[src/rtl/riscv_pkg.sv]
// -----------------------------------------------------------------------------
// riscv_pkg
//   Shared definitions for the RV32I fetch front end.
//   - XLEN               : architectural address/data width
//   - OPC_*              : major opcodes the decoder implements
//   - fetch_entry_t      : one instruction-buffer entry {instr, pc[, illegal]}
//   - opcode_supported() : true when the decoder has a path for an opcode
//   Optional feature macro: FETCH_ILLEGAL_CHECK_EN adds the per-entry
//   'illegal' flag to fetch_entry_t.
// -----------------------------------------------------------------------------
package riscv_pkg;

   localparam int XLEN = 32;

   localparam logic [6:0] OPC_LOAD   = 7'b0000011;
   localparam logic [6:0] OPC_STORE  = 7'b0100011;
   localparam logic [6:0] OPC_OP     = 7'b0110011;
   localparam logic [6:0] OPC_BRANCH = 7'b1100011;
   localparam logic [6:0] OPC_JAL    = 7'b1101111;

   typedef struct packed {
      logic [31:0]     instr;
      logic [XLEN-1:0] pc;
`ifdef FETCH_ILLEGAL_CHECK_EN
      logic            illegal;
`endif
   } fetch_entry_t;

   // Opcodes outside this set would fall into the decoder's default path.
   function automatic logic opcode_supported(input logic [6:0] opc);
      return (opc == OPC_LOAD)   || (opc == OPC_STORE) || (opc == OPC_OP) ||
             (opc == OPC_BRANCH) || (opc == OPC_JAL);
   endfunction

endpackage

[src/rtl/fetch_fifo.sv]
// -----------------------------------------------------------------------------
// fetch_fifo
//   Small synchronous FIFO of fetch_entry_t used as the instruction buffer.
//   Storage is plain flops reset to zero so the head reads as all-zero out
//   of reset. Flush has priority over push and pop.
// Ports
//   clk        in   core clock
//   rst_n      in   asynchronous active-low reset
//   flush      in   drop all entries (pointers and count to zero)
//   push       in   write push_data at the tail (never asserted when full)
//   push_data  in   entry to write
//   pop        in   advance the head (never asserted when empty)
//   head       out  entry at the head (registered storage)
//   count      out  number of valid entries
//   empty      out  count == 0
// -----------------------------------------------------------------------------
module fetch_fifo
   import riscv_pkg::*;
#(
   parameter int DEPTH = 2,
   localparam int PTR_W = (DEPTH > 1) ? $clog2(DEPTH) : 1,
   localparam int CNT_W = $clog2(DEPTH) + 1
) (
   input  logic             clk,
   input  logic             rst_n,
   input  logic             flush,
   input  logic             push,
   input  fetch_entry_t     push_data,
   input  logic             pop,
   output fetch_entry_t     head,
   output logic [CNT_W-1:0] count,
   output logic             empty
);

   fetch_entry_t     mem_q [DEPTH];
   fetch_entry_t     mem_d [DEPTH];
   logic [PTR_W-1:0] wr_ptr_q, wr_ptr_d;
   logic [PTR_W-1:0] rd_ptr_q, rd_ptr_d;
   logic [CNT_W-1:0] count_q, count_d;

   always_comb begin
      mem_d    = mem_q;
      wr_ptr_d = wr_ptr_q;
      rd_ptr_d = rd_ptr_q;
      count_d  = count_q;
      if (flush) begin
         wr_ptr_d = '0;
         rd_ptr_d = '0;
         count_d  = '0;
      end else begin
         if (push) begin
            mem_d[wr_ptr_q] = push_data;
            // DEPTH is a power of two, so the pointers wrap naturally.
            wr_ptr_d = wr_ptr_q + 1'b1;
         end
         if (pop) begin
            rd_ptr_d = rd_ptr_q + 1'b1;
         end
         case ({push, pop})
            2'b10:   count_d = count_q + 1'b1;
            2'b01:   count_d = count_q - 1'b1;
            default: count_d = count_q;
         endcase
      end
   end

   always_ff @(posedge clk or negedge rst_n) begin
      if (!rst_n) begin
         for (int i = 0; i < DEPTH; i++) begin
            mem_q[i] <= '0;
         end
         wr_ptr_q <= '0;
         rd_ptr_q <= '0;
         count_q  <= '0;
      end else begin
         for (int i = 0; i < DEPTH; i++) begin
            mem_q[i] <= mem_d[i];
         end
         wr_ptr_q <= wr_ptr_d;
         rd_ptr_q <= rd_ptr_d;
         count_q  <= count_d;
      end
   end

   assign head  = mem_q[rd_ptr_q];
   assign count = count_q;
   assign empty = (count_q == '0);

endmodule

[src/rtl/instr_fetch_unit.sv]
// -----------------------------------------------------------------------------
// instr_fetch_unit
//   RV32I fetch front end: PC generation, instruction-memory requests,
//   instruction buffering and valid/ready hand-off to decode. A redirect from
//   execute flushes the buffer and retargets the PC; a one-bit epoch tag on
//   the outstanding request discards any stale response.
// Parameters
//   XLEN        address/data width (must match riscv_pkg::XLEN)
//   RESET_PC    PC of the first fetch after reset
//   FIFO_DEPTH  instruction buffer entries (power of two, >= 2)
// Ports
//   clk, rst_n                  clock, asynchronous active-low reset
//   imem_req / imem_addr        read request and word-aligned address
//   imem_rdata                  read data, one cycle after imem_req
//   redirect_valid/redirect_pc  PC change from execute (pc[1:0] ignored)
//   instr_valid / instr_ready   decode handshake
//   instr / instr_pc            buffered instruction word and its address
//   instr_illegal               unsupported opcode flag for the head entry
// Optional feature macro: FETCH_ILLEGAL_CHECK_EN enables instr_illegal;
//   when undefined instr_illegal is tied to 0 and no flag is stored.
// -----------------------------------------------------------------------------
module instr_fetch_unit #(
   parameter int              XLEN       = 32,
   parameter logic [XLEN-1:0] RESET_PC   = 32'h0000_0000,
   parameter int              FIFO_DEPTH = 2
) (
   input  logic            clk,
   input  logic            rst_n,
   output logic            imem_req,
   output logic [XLEN-1:0] imem_addr,
   input  logic [XLEN-1:0] imem_rdata,
   input  logic            redirect_valid,
   input  logic [XLEN-1:0] redirect_pc,
   output logic            instr_valid,
   input  logic            instr_ready,
   output logic [31:0]     instr,
   output logic [XLEN-1:0] instr_pc,
   output logic            instr_illegal
);

   import riscv_pkg::*;

   localparam int              CNT_W     = $clog2(FIFO_DEPTH) + 1;
   localparam logic [CNT_W:0]  DEPTH_OCC = (CNT_W + 1)'(FIFO_DEPTH);

   logic [XLEN-1:0]  fetch_pc_q, fetch_pc_d;
   logic [XLEN-1:0]  tag_pc_q, tag_pc_d;
   logic             epoch_q, epoch_d;
   logic             inflight_q, inflight_d;
   logic             tag_epoch_q, tag_epoch_d;

   logic [CNT_W-1:0] fifo_count;
   logic             fifo_empty;
   logic             fifo_push;
   logic             fifo_pop;
   fetch_entry_t     push_entry;
   fetch_entry_t     head_entry;
   logic [CNT_W:0]   occupancy;
   logic             req_core;

   // Low address bits of a redirect target are discarded by design.
   logic unused_redirect_lsb;
   assign unused_redirect_lsb = ^redirect_pc[1:0];

   always_comb begin
      // A redirect overrides the pop, so the head is not consumed that cycle.
      fifo_pop = !fifo_empty && instr_ready && !redirect_valid;

      // Slots that will be occupied after this edge if a request is issued.
      // The slot freed by a same-cycle pop is counted as available, which
      // is what lets a 2-entry buffer sustain one instruction per cycle;
      // a push still never lands in a full buffer.
      occupancy = {1'b0, fifo_count}
                - {{CNT_W{1'b0}}, fifo_pop}
                + {{CNT_W{1'b0}}, inflight_q};
      req_core  = !redirect_valid && (occupancy < DEPTH_OCC);

      // Response returns the cycle after the request; stale epochs are
      // dropped, and a redirect this cycle flushes regardless.
      fifo_push = inflight_q && (tag_epoch_q == epoch_q) && !redirect_valid;

      push_entry       = '0;
      push_entry.instr = imem_rdata[31:0];
      push_entry.pc    = tag_pc_q;
`ifdef FETCH_ILLEGAL_CHECK_EN
      push_entry.illegal = !opcode_supported(imem_rdata[6:0]);
`endif
   end

   always_comb begin
      fetch_pc_d  = fetch_pc_q;
      epoch_d     = epoch_q;
      inflight_d  = req_core;
      tag_epoch_d = tag_epoch_q;
      tag_pc_d    = tag_pc_q;
      if (redirect_valid) begin
         fetch_pc_d = {redirect_pc[XLEN-1:2], 2'b00};
         epoch_d    = !epoch_q;
      end else if (req_core) begin
         fetch_pc_d  = fetch_pc_q + XLEN'(4);
         tag_epoch_d = epoch_q;
         tag_pc_d    = fetch_pc_q;
      end
   end

   always_ff @(posedge clk or negedge rst_n) begin
      if (!rst_n) begin
         fetch_pc_q  <= RESET_PC;
         epoch_q     <= 1'b0;
         inflight_q  <= 1'b0;
         tag_epoch_q <= 1'b0;
         tag_pc_q    <= '0;
      end else begin
         fetch_pc_q  <= fetch_pc_d;
         epoch_q     <= epoch_d;
         inflight_q  <= inflight_d;
         tag_epoch_q <= tag_epoch_d;
         tag_pc_q    <= tag_pc_d;
      end
   end

   fetch_fifo #(
      .DEPTH (FIFO_DEPTH)
   ) u_fetch_fifo (
      .clk       (clk),
      .rst_n     (rst_n),
      .flush     (redirect_valid),
      .push      (fifo_push),
      .push_data (push_entry),
      .pop       (fifo_pop),
      .head      (head_entry),
      .count     (fifo_count),
      .empty     (fifo_empty)
   );

   // Request is held low while reset is asserted.
   assign imem_req    = rst_n && req_core;
   assign imem_addr   = fetch_pc_q;
   assign instr_valid = !fifo_empty;
   assign instr       = head_entry.instr;
   assign instr_pc    = head_entry.pc;
`ifdef FETCH_ILLEGAL_CHECK_EN
   assign instr_illegal = head_entry.illegal;
`else
   assign instr_illegal = 1'b0;
`endif

endmodule

[config.mk]
export PLATFORM = sky130hd
export DESIGN_NAME = instr_fetch_unit
export DESIGN_NICKNAME = d
export VERILOG_FILES = /design/src/rtl/riscv_pkg.sv /design/src/rtl/fetch_fifo.sv /design/src/rtl/instr_fetch_unit.sv
export SDC_FILE = /design/constraint.sdc
export NUM_CORES = 1
export LEC_CHECK = 0
export BUFFER_PORTS_ARGS = -buffer_cell sky130_fd_sc_hd__buf_2
export CORE_ASPECT_RATIO = 0.6
export CORE_MARGIN = 2
export CORE_UTILIZATION = 57
export CTS_BUF_LIST = sky130_fd_sc_hd__clkbuf_8
export DETAILED_ROUTE_END_ITERATION = 10
export GPL_TIMING_DRIVEN = 0
export PLACE_DENSITY = 0.82
export SLEW_MARGIN = 20
export SYNTH_ARGS = -nofsm -noshare
export SYNTH_HDL_FRONTEND = slang
export SYNTH_SLANG_ARGS = --single-unit
[constraint.sdc]
create_clock -name clk -period 4.8 [get_ports clk]
set_clock_uncertainty 0.1 [all_clocks]
set_input_delay 0 -clock clk [delete_from_list [all_inputs] [get_ports clk]]
set_output_delay 0 -clock clk [all_outputs]
set_load 0.005 [all_outputs]
==> results.yml, run 1 <==
sta:
  min_period_over_period_pct: 92.3
  setup_viol: 0
  setup-tns-final_ps: 0
  fin_crit_ps: 4430
  maxSlewHeadroom_pct: 49.1
  hold_viol_final: 0
  worst_pin_slew_ps: 753
  whs_ps: 37.6
  rsz0062_at_grt: "no"
  slew_viol_final: 0
  fmax_mhz: 226
worst_setup_path:
  path_class: "primary input to output pin"
  reg2reg_to: "imem_addr[14]$_DFFE_PN0P_"
  crit_fanout: 10
  rr_worst_depth: 13
  crit_arrival_ps: 4330
  worst_ep_required_time_ps: 4700
  critPathLaunchType: "primary input"
  endpoint_kind: "output pin"
  r2r_setup_slack_ps: 820
  r2r-start: "u_fetch_fifo.count[1]$_DFFE_PN0P_"
detailed_routing:
  routed_wl_mm: 20.9
  detail-route-antenna-nets: 0
  vias: 6258
  drt-initial-drc-count: 463
  drc: 0
  first_pass_iters: 5
  wire_per_inst_um: 18.9
  avgViaCountPerCell: 5.67
synth:
  synth_edf_count: 0
  yosysTopAreaCell: "dfrtp_1"
  ys.warnings.count: 0
  synth_area_leaders: "dfrtp_1 (55%), mux2_2 (28%), a31oi_1 (1.3%)"
  yosysSeqAreaShare_pct: 55.3
  synth_ff_type: "dfrtp_1"
  synth_area_per_cell_um2: 13.4
  synthCells: 645
  syn_area_um2: 8650
  ys_types: 41
  postSynth.asyncResetShare_pct: 100
  synth_top_area_share_pct: 55.3
  ys_ff_latch: 191
global_route:
  grt_overflow_total: 0
  antenna_found_initial: 0
  first_global_vias: 6434
  grt_pass1_wl_mm: 33.4
  busiest_layer: "met2"
  grt.met3_usage_pct: 5.34
  grt_util_met1_pct: 38.8
  grt_usage_pct: 26.7
  grt_max_degree: 111
  grtUsageMet2_pct: 41.9
die:
  dieArea_um2: 16200
  die_y_um: 99.4
  core_area_um2: 14700
  die_w_um: 163
  initial_utilization_pct: 58.9
  pin_count: 167
  rows: 34
layout:
  postLayoutCellArea_um2: 10800
  diodes: 0
  ff_latch_area_um2: 4780
  utilization_pct: 73.6
  nFillCells: 948
  instances_no_fill: 1104
  drive_above_1_share_pct: 48.0
  area_growth_pct: 24.9
  multiInputGateArea_um2: 3640
  finish.net_count: 964
power:
  combPwrFrac_pct: 35.1
  power_switching_uw: 1850
  vdd_drop_max_mv: 0.330
  swShare_pct: 31.7
  clkPwrFrac_pct: 18.3
  p_leak_uw: 0.00486
  p_per_area_nw_per_um2: 540
  seqPwrFrac_pct: 46.6
  p_int_uw: 3990
placed_design:
  dp.cells: 1007
  globalplace.congestion: 0.890
  io_buffers: 159
  dpl.hpwl_mm: 14.6
  place_area_um2: 9750
clocking:
  clock_path_buffers: 2
  clk_pin_slew_ps: 100
  numCtsBuffers: 17
  clock_latency_ps: 450
  clockRootBuffer: "clkbuf_8"
  cts_tree: "yes"
  htree_levels: 4
  clkSinkCount: 191
outcome:
  status: "finished clean"
hold_path:
  hold_class: "primary input to async pin"
flow_run:
  maxCapViolCount: 0
cells in the final DEF, fill, tap and decap left out, types with 3 or more instances in the layout:
cell type / n
dlygate4sd3_1: 65
xor2_1: 8
conb_1: 5
buf_1: 5
or4_1: 14
clkbuf_8: 19
mux2_2: 216
clkbuf_1: 12
o21ai_0: 18
nor2_1: 26
nand2b_1: 3
nor3_1: 4
inv_8: 4
a31oi_1: 18
inv_6: 3
nand4_1: 10
dfrtp_1: 191
nand2_1: 24
xnor2_1: 8
and4_1: 6
or3_1: 5
nand3_1: 11
o31ai_1: 13
buf_2: 171
buf_4: 6
inv_1: 6
logic make-up after synthesis:
| kind of cell | count (synthesis) | synth area share (%) |
|---|---|---|
| AO/OA/AOI/OAI | 53 | 3.85 |
| XOR/XNOR | 17 | 1.94 |
| adder cells (fa/ha/maj) | 3 | 0.521 |
| buffers and inverters | 48 | 2.89 |
| flip-flops | 191 | 55.3 |
| multiplexers | 218 | 28.3 |
| other | 1 | 0.0433 |
| AND/OR/NAND/NOR | 114 | 7.16 |
worst max path at each step:
stage	from	endpoint	slack (ps)	cells after the start
after detailed placement	redirect_valid	imem_addr[14]$_DFFE_PN0P_	780	14
after global placement	rst_n	u_fetch_fifo.mem_q[23]$_DFFE_PN0P_	830	1
after CTS	redirect_valid	imem_req	500	14
final	redirect_valid	imem_req	370	14
after global routing	redirect_valid	imem_req	150	14
after floorplan	u_fetch_fifo.count[1]$_DFFE_PN0P_	imem_addr[14]$_DFFE_PN0P_	1330	13
sequential cells by signal (all words and copies together), names as in the netlist, 2 cells and up:
register	cells
u_fetch_fifo.mem_q	124
imem_addr	30
u_fetch_fifo.count	2
tag_pc_q	30
synth_stat cells, drive strengths merged (2+ instances only):
cell type,n
mux2,216
dfrtp,191
buf,26
nor2,26
nand2,24
a31oi,18
o21ai,18
clkbuf,14
or4,14
o31ai,13
nand3,11
nand4,10
xor2,9
xnor2,8
and4,6
inv,6
nor3,5
or3,5
nand2b,3
and3,2
ha,2
mux2i,2
nor4,2
nor4b,2
o31a,2
power by group through the flow:
stage	Sequential (uW)	Combinational [uW]	Clock [uW]
final	2720	2050	1070
after global routing	2810	2220	1160
after CTS	2710	2060	1090
after detailed placement	2740	2000	0
after global placement	2660	1910	0
after floorplan	2590	1360	0
through the flow:
step                      power (uW)  setup slack [ps]
after detailed placement        4750               779
after floorplan                 3960              1330
after global routing            6190               154
final                           5840               369
after global placement          4580               828
after CTS                       5860               496
final cells by class:
| type | instances | share of cell area (%) |
|---|---|---|
| Buffer | 42 | 2.11 |
| Timing Repair Buffer | 225 | 13.7 |
| Sequential cell | 191 | 44.2 |
| Multi-Input combinational cell | 410 | 33.6 |
| Clock buffer | 19 | 2.42 |
| Clock inverter | 13 | 1.37 |
| Tap cell | 198 | 2.29 |
| Inverter | 6 | 0.208 |
routing by layer:
| layer | up-vias | routed length [um] |
|---|---|---|
| met5 | - | 0 |
| met4 | 0 | 259 |
| li1 | 2841 | - |
| met2 | 267 | 9720 |
| met3 | 27 | 1290 |
| met1 | 3123 | 9600 |
critical path, cell delays in order:
cell,delay [ps]
dlygate4sd3_1,540
buf_2,160
clkbuf_1,440
clkbuf_1,480
nor2_1,120
ha_1,300
nand2b_1,150
fa_1,470
xnor2_1,480
nand3_1,400
clkbuf_1,370
inv_1,170
and2_1,130
buf_2,110
timing repair:
| item | 4_1_cts | 5_1_grt |
|---|---|---|
| buffers inserted | 0 | 0 |
| hold buffers | 65 | 0 |
| hold endpoints to repair | 180 | 0 |
| gates resized for setup | 0 | 0 |
No activity file was read; power rests on OpenSTA's default activity.
==> run 2, diff against run 1 <==
--- a/config.mk
+++ b/config.mk
@@ -5,14 +5,15 @@
 export SDC_FILE = /design/constraint.sdc
 export NUM_CORES = 1
 export LEC_CHECK = 0
-export BUFFER_PORTS_ARGS = -buffer_cell sky130_fd_sc_hd__buf_2
 export CORE_ASPECT_RATIO = 0.6
 export CORE_MARGIN = 2
-export CORE_UTILIZATION = 57
+export CORE_UTILIZATION = 60
 export CTS_BUF_LIST = sky130_fd_sc_hd__clkbuf_8
 export DETAILED_ROUTE_END_ITERATION = 10
+export DONT_BUFFER_PORTS = 1
 export GPL_TIMING_DRIVEN = 0
-export PLACE_DENSITY = 0.82
+export HOLD_SLACK_MARGIN = 0.03
+export PLACE_DENSITY = 0.79
 export SLEW_MARGIN = 20
 export SYNTH_ARGS = -nofsm -noshare
 export SYNTH_HDL_FRONTEND = slang
==> constraint.sdc (replaced) <==
create_clock -name clk -period 3.9 [get_ports clk]
set_clock_uncertainty 0.1 [all_clocks]
set_input_delay 0 -clock clk [delete_from_list [all_inputs] [get_ports clk]]
set_output_delay 0 -clock clk [all_outputs]
set_load 0.005 [all_outputs]
==> run 2 against run 1 <==
  * The flow now finishes with violations (hold timing)
  * Total power up 15%
  * Non-clock buffer count down 144
  * Combinational power up 6%
  * Sequential share of layout area up 3.2 points
  * Critical path type is now flip-flop to flip-flop
  * Cell count down 14%
  * Worst setup slack worse by 200 ps
  * Routed wire length down 2.9%
  * Critical path depth unchanged
  * Flip-flop and latch count unchanged
  * Via count down 8.2%
  * Clock-buffer cell count down 2
==> results.yml, run 2 (synthesized netlist as in run 1, its figures left out) <==
sta:
  whs_ps: -860
  min_period_over_period_pct: 95.7
  setup_viol: 0
  slew_viol_final: 0
  fmax_mhz: 268
  fin_crit_ps: 3730
  maxSlewHeadroom_pct: 46.7
  worst_pin_slew_ps: 800
  hold_viol_final: 191
  setup-tns-final_ps: 0
layout:
  largest_reg_flops: 124
  top_register: "u_fetch_fifo.mem_q"
  mostFrequentLayoutCells: "mux2_2 (216), dfrtp_1 (191), dlygate4sd3_1 (80)"
  finish.net_count: 820
  ff_latch_area_um2: 4780
  diodes: 0
  area_growth_pct: 16.5
  mostFrequentLayoutCell: "mux2_2"
  drive_above_1_share_pct: 36.2
  nFillCells: 931
  utilization_pct: 72.7
  multiInputGateArea_um2: 3650
die:
  die_y_um: 97.0
  core_area_um2: 13900
  rows: 33
  die_w_um: 159
  pin_count: 167
  dieArea_um2: 15400
  initial_utilization_pct: 62.4
flow_run:
  maxCapViolCount: 0
detailed_routing:
  vias: 5745
  first_pass_iters: 5
  drt-initial-drc-count: 423
  avgViaCountPerCell: 6.02
  routed_wl_mm: 20.3
  drc: 0
  wire_per_inst_um: 21.2
  detail-route-antenna-nets: 0
placed_design:
  io_buffers: 0
  globalplace.congestion: 0.861
  dpl.hpwl_mm: 13.8
outcome:
  status: "finished with violations"
  violations: "hold timing"
worst_setup_path:
  crit_path_cell_trace: "buf_6 -> o21ai_2 -> nor2_1 -> ha_1 -> nand2b_1 -> fa_1 -> buf_4 -> nand4_1 -> buf_4 -> or3_1 -> clkbuf_2 -> buf_2 -> or3_1 -> a31oi_1"
  cpPeakStageDelay_ps: 480
  endpoint_kind: "flip-flop"
  reg2reg_to: "imem_addr[14]$_DFFE_PN0P_"
  cp.depth: 14
  crit_path_top_delay_cell: "fa_1"
  crit_start: "u_fetch_fifo.count[1]$_DFFE_PN0P_"
  critPathCapture: "imem_addr[14]$_DFFE_PN0P_"
  crit_fanout: 10
  path_class: "flip-flop to flip-flop"
  critPathLaunchType: "flip-flop"
  r2r-start: "u_fetch_fifo.count[1]$_DFFE_PN0P_"
  path_delay_family: "simple AND/OR/NAND/NOR gates"
  crit_buf_inv: 5
  crit_arrival_ps: 4000
  worst_ep_required_time_ps: 4170
  r2r_setup_slack_ps: 170
  rr_worst_depth: 14
power:
  p_per_area_nw_per_um2: 666
  finalPower_uw: 6710
  vdd_drop_max_mv: 0.405
  p_leak_uw: 0.00426
clocking:
  clock_path_buffers: 2
  clockRootBuffer: "clkbuf_8"
  clock_latency_ps: 440
  htree_levels: 4
  numCtsBuffers: 17
  cts_hold_buf: 80
  clkSinkCount: 191
  cts_tree: "yes"
  clk_pin_slew_ps: 100
global_route:
  antenna_found_initial: 0
  grt_overflow_total: 0
  grt_usage_pct: 27.2
  first_global_vias: 6131
  grt_max_degree: 193
  grt_pass1_wl_mm: 33.1
hold_path:
  hold_class: "primary input to async pin"
[run 2: area by class of cell]
cell class	instances	share of cell area, %
plain buffers	42	2.26
clock buffers	17	2.32
clock inverters	15	1.14
inverters	6	0.223
multi-input cells	410	36.2
flip-flops and latches	191	47.4
well taps	192	2.38
repair buffers	81	8.02
[run 2: layer usage]
metal	routed length [um]	up-vias	global-route usage (%)	part of all wire [%]
li1	-	2543	-	-
met1	9170	2940	38.8	45
met2	9360	237	41.9	46
met3	1530	25	7.68	7.5
met4	196	0	6.36	0.97
met5	0	-	0	0
[run 2: worst min-delay path by stage]
stage                     slack, ps                            endpoint   from
after detailed placement       -390   u_fetch_fifo.mem_q[3]$_DFFE_PN0P_  rst_n
after global placement         -390  u_fetch_fifo.mem_q[62]$_DFFE_PN0P_  rst_n
final                          -860   u_fetch_fifo.mem_q[3]$_DFFE_PN0P_  rst_n
after CTS                      -890  u_fetch_fifo.mem_q[81]$_DFFE_PN0P_  rst_n
after floorplan                -400                 epoch_q$_DFFE_PN0P_  rst_n
after global routing           -900   u_fetch_fifo.mem_q[3]$_DFFE_PN0P_  rst_n
[run 2: timing repair]
action	CTS	global route
endpoints found under the setup margin	5	10
buffers inserted	0	1
pin swaps	0	1
resized for setup	2	2
endpoints found under the hold margin	294	191
[run 2: worst reg2reg max path, cell delays in order (launching register included)]
cell	delay, ps
dfrtp_1	420
buf_6	160
o21ai_2	230
nor2_1	70
ha_1	280
nand2b_1	150
fa_1	480
buf_4	170
nand4_1	110
buf_4	180
or3_1	340
clkbuf_2	200
buf_2	240
or3_1	370
a31oi_1	180
[run 2: through the flow]
stage               std cells  worst slack (ps)  cell area [um^2]
finish                    954               166             10100
CTS                       953              40.6             10100
global route              954             -9.69             10100
detailed placement        841             -60.5              8910
floorplan                 649               431              8670
global placement          841              61.8              8910
[run 2: where the power goes]
| group | internal, uW | switching [uW] |
|---|---|---|
| logic | 1280 | 898 |
| registers | 2830 | 528 |
| clock network | 452 | 730 |
